[config.mk]
export PLATFORM = sky130hd
export DESIGN_NAME = bin2therm_pipeline_flat
export DESIGN_NICKNAME = d
export VERILOG_FILES = /design/src/rtl/bin2therm_pipeline_if.sv /design/src/rtl/bin2therm_pipeline.sv /design/src/flat_wrapper.sv
export SDC_FILE = /design/constraint.sdc
export NUM_CORES = 1
export LEC_CHECK = 0
export CAP_MARGIN = 15
export CORE_MARGIN = 2
export CORE_UTILIZATION = 49
export DETAILED_ROUTE_END_ITERATION = 8
export PLACE_DENSITY = 0.71
export RECOVER_POWER = 25
export SLEW_MARGIN = 5
export SYNTH_ARGS = -nofsm -noshare
export SYNTH_HDL_FRONTEND = slang
export SYNTH_SLANG_ARGS = --single-unit
[constraint.sdc]
create_clock -name clock -period 2.7 [get_ports clock]
set_input_delay 0.54 -clock clock [delete_from_list [all_inputs] [get_ports clock]]
set_output_delay 0.54 -clock clock [all_outputs]
set_load 0.005 [all_outputs]
[src/rtl/bin2therm_pipeline_if.sv]
// Sample-side signal bundle for the binary-to-thermometer encoder.
// The master drives codes in and receives thermometer words.
// The slave is the encoder itself.
interface bin2therm_pipeline_if #(
    parameter int b = 8
);
    logic              enable;
    logic              valid;
    logic [b-1:0]      bin;
    logic              valid_out;
    logic [(1<<b)-1:0] thermo;

    modport master (
        output enable,
        output valid,
        output bin,
        input  valid_out,
        input  thermo
    );

    modport slave (
        input  enable,
        input  valid,
        input  bin,
        output valid_out,
        output thermo
    );
endinterface

[src/rtl/bin2therm_pipeline.sv]
// Pipelined binary-to-thermometer encoder.
// Stage 0 registers the input code. Stages 1..b each resolve one code bit, MSB first.
// When a stage's bit is set, it ORs a block of ones into the partial word.
// The block sits directly above the region already filled by the higher bits.
// Stage b is the output register. It zeroes the word for invalid samples.
module bin2therm_pipeline #(
    parameter int b = 8
) (
    input  logic                 clock,
    input  logic                 reset_n,
    bin2therm_pipeline_if.slave  bus
);
    localparam int N = 1 << b;

    // Per-stage views of the carried code, valid bit and partial word.
    // Index k is the content of stage k. The output stage needs no code.
    logic [b-1:0] code_pipe  [0:b-1];
    logic         valid_pipe [0:b];
    logic [N-1:0] word_pipe  [0:b];

    logic [b-1:0] code_in_reg;
    logic         valid_in_reg;

    // Input register (stage 0): capture the code and qualifier on enabled edges.
    always_ff @(posedge clock or negedge reset_n) begin
        if (!reset_n) begin
            code_in_reg  <= '0;
            valid_in_reg <= 1'b0;
        end else if (bus.enable) begin
            code_in_reg  <= bus.bin;
            valid_in_reg <= bus.valid;
        end
    end

    assign code_pipe[0]  = code_in_reg;
    assign valid_pipe[0] = valid_in_reg;
    assign word_pipe[0]  = '0;

    genvar gi;
    generate
        for (gi = 1; gi <= b; gi++) begin : g_stage
            // Bit index resolved here, and the size of the block of ones it represents.
            localparam int BI = b - gi;
            localparam int W  = 1 << BI;
            // W ones in the low bits. W never exceeds N/2, so the zero pad is never empty.
            localparam logic [N-1:0] BLOCK = {{(N-W){1'b0}}, {W{1'b1}}};
            localparam bit LAST = (gi == b);

            logic [b:0]   base;
            logic [N-1:0] word_next;
            logic [N-1:0] word_reg;
            logic         valid_reg;

            // Base of the fill is the value of the code bits above BI.
            // Those bits are exactly what earlier stages have already filled.
            always_comb begin
                base      = ({1'b0, code_pipe[gi-1]} >> (BI + 1)) << (BI + 1);
                word_next = word_pipe[gi-1];
                if (code_pipe[gi-1][BI]) begin
                    word_next = word_pipe[gi-1] | (BLOCK << base);
                end
                if (LAST && !valid_pipe[gi-1]) begin
                    word_next = '0;
                end
            end

            // Stage register for the partial word and valid bit.
            always_ff @(posedge clock or negedge reset_n) begin
                if (!reset_n) begin
                    word_reg  <= '0;
                    valid_reg <= 1'b0;
                end else if (bus.enable) begin
                    word_reg  <= word_next;
                    valid_reg <= valid_pipe[gi-1];
                end
            end

            assign word_pipe[gi]  = word_reg;
            assign valid_pipe[gi] = valid_reg;

            if (!LAST) begin : g_code
                logic [b-1:0] code_reg;

                // Forward the code to the next stage.
                // Its upper bits locate the fill and its low bits are still unresolved.
                always_ff @(posedge clock or negedge reset_n) begin
                    if (!reset_n) begin
                        code_reg <= '0;
                    end else if (bus.enable) begin
                        code_reg <= code_pipe[gi-1];
                    end
                end

                assign code_pipe[gi] = code_reg;
            end
        end
    endgenerate

    assign bus.valid_out = valid_pipe[b];
    assign bus.thermo    = word_pipe[b];
endmodule

[src/flat_wrapper.sv]
// flat-port wrapper written by rule: the top's interface ports become plain ports
module bin2therm_pipeline_flat 
#(
    parameter int b = 8
)
  (clock, reset_n, bus_enable, bus_valid, bus_bin, bus_valid_out, bus_thermo);
  bin2therm_pipeline_if #(.b(b)) bus_i ();
  input  logic clock;
  input  logic reset_n;
  input wire logic [$bits(bus_i.enable)-1:0] bus_enable;
  input wire logic [$bits(bus_i.valid)-1:0] bus_valid;
  input wire logic [$bits(bus_i.bin)-1:0] bus_bin;
  output wire logic [$bits(bus_i.valid_out)-1:0] bus_valid_out;
  output wire logic [$bits(bus_i.thermo)-1:0] bus_thermo;
  assign bus_i.enable = bus_enable;
  assign bus_i.valid = bus_valid;
  assign bus_i.bin = bus_bin;
  assign bus_valid_out = bus_i.valid_out;
  assign bus_thermo = bus_i.thermo;
  bin2therm_pipeline #(.b(b)) u_core (.clock(clock), .reset_n(reset_n), .bus(bus_i));
endmodule
; Word-level counts from Yosys, hierarchy flattened
; Index checks and enable logic that the tools add are counted.
; Widths: inputs -> output; s select.
[totals]
register_bits = 2121
latch_bits = 0
ramBits = 0
mem_bits_ro = 0
in_bits = 12
output_inout_bits = 257
wordCells = 48
mem_count = 0
[classes]
addsub = 0
n_mul = 0
div_mod_pow = 0
magnitude_cmp = 0
eq_ne = 0
shifts = 7
mux = 9
bitwise_logic = 7
reduce_logical = 0
[ops]
columns = operator, n
row1 = $mux 256, 8
row2 = $or 256x256->256, 7
row3 = $shl 1x8->256 const A, 1
row4 = $shl 16x8->256 const A, 1
row5 = $shl 2x8->256 const A, 1
row6 = $shl 32x8->256 const A, 1
row7 = $shl 4x8->256 const A, 1
row8 = $shl 64x8->256 const A, 1
row9 = $shl 8x8->256 const A, 1
row10 = $mux 128, 1

; Logic depth before layout (Yosys ltp)
[depth]
ltp_word = 4
ltp_mapped = 6
mapped_depth_nobuf = 3

; Least setup slack after synthesis
; Ideal clock, no wire load.
[synth_path]
path_type = input to register
start = input bus_enable
end = register u_core.code_in_reg[0]
setup_time_ns = 0.125
arrival_time_ns = 1.349
t_required_ns = 2.575
slack_ns = 1.226
path_stages = 4
path_buffers = 3
path_cell_list = buf_4 > buf_2 > buf_4 > mux2_2
[synth_lines]
columns = element, line
row1 = "start, declared", flat_wrapper.sv:10  ; input wire logic [$bits(bus_i.enable)-1:0] bus_enable;
row2 = "end signal, assigned", bin2therm_pipeline.sv:30  ; code_in_reg <= bus.bin;
row3 = "end, declared", bin2therm_pipeline.sv:21  ; logic [b-1:0] code_in_reg;
; No word-level cell between the ends.

; Worst setup path in the final report
[layout_path]
start = input bus_enable
end = register u_core.g_stage[7].word_reg[247]
[layout_lines]
columns = element, line
row1 = "end signal, assigned", bin2therm_pipeline.sv:73  ; word_reg <= word_next;
row2 = "end, declared", bin2therm_pipeline.sv:51  ; logic [N-1:0] word_reg;
; No word-level cell between the ends.

==> results.yml <==
clock_tree:
  numCtsBuffers: 56
  insertion_delay_ps: 620
  cts-resized-gates: 0
  cts_buffer_depth: 3
  cts-root-buf: "clkbuf_16"
  h-tree-depth: 2
  cts_tree: "built"
  cts.clk_slew.worst_paths_ps: 60
  clock_sinks: 568
timing:
  slew_headroom_pct: 1.71
  tightestPinTransition_ps: 1470
  worst_slack_ps: 349
  layout_worst_path_cycle_share_pct: 87.1
  setup_tns_ps: 0
  fmax_mhz: 425
  skew_ps: 31.5
  hold_viol: 0
  rsz0062_at_grt: "false"
  drv_slew: 0
  setup_violations: 0
  fin_crit_ps: 2350
power:
  switching_share_pct: 31.3
  powerDensity_mw_per_mm2: 961
  p_sw_mw: 8.37
  irDropWorstVdd_v: 0.000538
  clkPwrFrac_pct: 29.4
  p_int_mw: 18.4
  p_comb_share_pct: 23.8
  leakagePower_nw: 12.1
  pwr-share-seq_pct: 46.8
placed_design:
  routabilityCongestion: 0.913
  dp_hpwl_mm: 47.3
  numPortBuffers: 267
  placed_cell_area_mm2: 0.0260
  pre_cts_slack_ps: 529
worst_setup_path:
  worst-path-buf-inv: 2
  arrival_ps: 2860
  cp-end-kind: "flip-flop"
  setup.worst_path.class: "input pin to flip-flop"
  cp_cell_sequence: "clkbuf_1 > buf_6 > mux2_2"
  cp-start-kind: "input pin"
  worstPathRequired_ps: 3210
  cpPeakStageDelay_ps: 960
  slowest_stage: "clkbuf_1"
  cp_max_fo: 151
  reg2reg_slack_ps: 420
  crit_family: "buffers and inverters"
global_route:
  grt_pass1_wl_mm: 101
  grt_pass1_vias: 16600
  grt_start_max_net_pins: 152
  antenna_found_initial: 2
  overflow: 0
  grt.total_usage_pct: 27.6
logic_synthesis:
  synth_top_area_share_pct: 61.9
  yosysMostFrequentCell: "dfrtp_1"
  ys_async_sr_fraction_pct: 100
  ys_top_cells_by_count: "dfrtp_1, inv_1, nand2_1, o21ai_0, a21oi_1"
  ys.flop_type: "dfrtp_1"
  ys_ff_latch: 568
  synthCells: 2086
  syn_nets: 2098
  synth_area_leader_cell: "dfrtp_1"
  yosysSeqAreaShare_pct: 61.9
  syn_area_mm2: 0.0230
  synth_edf_count: 0
  yosys_warnings: 0
  synth_cell_types: 48
  avgSynthCellArea_um2: 11.0
  synth_area_leaders: "dfrtp_1, mux2_2, o221ai_1"
route:
  dr_total_vias: 17200
  first_pass_iters: 5
  wl_mm: 66.9
  wl_per_cell_um: 22.6
  drc: 0
  drtIter0Drc: 1831
  detail-route-antenna-nets: 0
  viasPerCell: 5.81
layout:
  regArea_mm2: 0.0142
  multiInputGateArea_mm2: 0.00676
  syn_to_final_growth_pct: 21.2
  largest_register_ffs: 255
  drive_gt1_share_pct: 11.5
  nNetsFinal: 2317
  fin_util_pct: 60.0
  final_area_mm2: 0.0278
  fill_cells: 3808
die:
  dieHeight_um: 220
  core_area_mm2: 0.0464
  start_util_pct: 49.5
  die_x_um: 220
  dieArea_mm2: 0.0486
  io_pins: 269
  placementRows: 79
run_status:
  outcome: "finished, final reports clean"
hold_path:
  hp-class: "flip-flop to flip-flop"
flow_run:
  maxCapViolations: 0
-- cells in the final DEF (no fill, tap or decap), types with 4 or more instances in the layout --
| cell | Yosys | final |
|---|---|---|
| a21oi_1 | 152 | 152 |
| a31oi_1 | 13 | 13 |
| a41oi_1 | 4 | 4 |
| and3_1 | 4 | 4 |
| and3b_1 | 9 | 9 |
| and4bb_2 | 4 | 4 |
| buf_12 | 0 | 13 |
| buf_4 | 39 | 8 |
| bufinv_16 | 0 | 4 |
| clkbuf_1 | 27 | 20 |
| clkbuf_16 | 0 | 56 |
| clkbuf_8 | 0 | 14 |
| clkdlybuf4s50_1 | 0 | 265 |
| dfrtp_1 | 568 | 568 |
| inv_1 | 329 | 329 |
| mux2_2 | 142 | 142 |
| nand2_1 | 201 | 201 |
| nand2b_1 | 10 | 10 |
| nand3_1 | 16 | 16 |
| nand3b_1 | 5 | 5 |
| nand4_1 | 10 | 10 |
| nor2_1 | 87 | 87 |
| nor2b_1 | 26 | 26 |
| o21ai_0 | 174 | 174 |
| o21ai_1 | 13 | 13 |
| o221ai_1 | 143 | 143 |
| o221ai_2 | 6 | 6 |
| o22ai_1 | 7 | 7 |
-- metal layers --
metal / GRT usage, % / routed length, um
met5: 0 / 13
met4: 10.6 / 2390
met3: 5.37 / 5680
met2: 44.1 / 31700
met1: 37.6 / 27000
-- final timing paths --
| kind | start | to | cells after the start |
|---|---|---|---|
| max in group asynchronous | reset_n | u_core.g_stage[5].word_reg[135]$_DFFE_PN0P_ | 3 |
| min reg2reg | u_core.code_in_reg[5]$_DFFE_PN0P_ | u_core.g_stage[1].g_code.code_reg[5]$_DFFE_PN0P_ | 1 |
| min | u_core.code_in_reg[5]$_DFFE_PN0P_ | u_core.g_stage[1].g_code.code_reg[5]$_DFFE_PN0P_ | 1 |
| min in group asynchronous | reset_n | u_core.bus.thermo[140]$_DFFE_PN0P_ | 2 |
| max reg2reg | u_core.g_stage[7].g_code.code_reg[1]$_DFFE_PN0P_ | u_core.bus.thermo[170]$_DFFE_PN0P_ | 3 |
| max | bus_enable | u_core.g_stage[7].word_reg[247]$_DFFE_PN0P_ | 3 |
-- power by group through the flow --
stage | clock network, mW | logic (mW) | registers [mW]
final | 7.85 | 6.37 | 12.5
after global routing | 8.26 | 6.94 | 12.7
after CTS | 7.92 | 6.39 | 12.4
after detailed placement | 0 | 6.34 | 12.6
after global placement | 0 | 6.19 | 12.5
after floorplan | 0 | 3.12 | 11.7
-- worst reg2reg max path: cells and delay by family (launching register included) --
family	cells	cell delay, ps
and+or+nand+nor	2	1150
DFF	1	720
AOI/OAI and AO/OA	1	320
-- cell type report --
| class | instances | area share, % |
|---|---|---|
| clock inverters | 11 | 0.634 |
| flip-flops and latches | 568 | 51.1 |
| diodes | 1 | 0.00899 |
| clock buffers | 89 | 5.99 |
| well taps | 607 | 2.73 |
| inverters | 329 | 4.44 |
| multi-input cells | 1058 | 24.3 |
| repair buffers | 292 | 10.8 |
-- logic make-up after synthesis --
group	count (synthesis)	synth area share, %
simple gates	396	8.22
compound gates	516	14.1
flops	568	61.9
buf+inv	460	8.68
mux	145	7.09
other cells	1	0.0163
-- per-stage QoR --
stage / std cells / power, mW / hold WS (ps)
floorplan: 2086 / 14.8 / 244
global placement: 2853 / 18.7 / 481
detailed placement: 2853 / 18.9 / 488
CTS: 2954 / 26.8 / 230
global route: 2954 / 27.9 / 519
finish: 2955 / 26.7 / 498
-- timing repair --
item,CTS,global route
hold endpoints to repair,37,0
buffers inserted,0,0
hold buffers,1,0
Note: power is estimated with default switching activity, not from simulation.
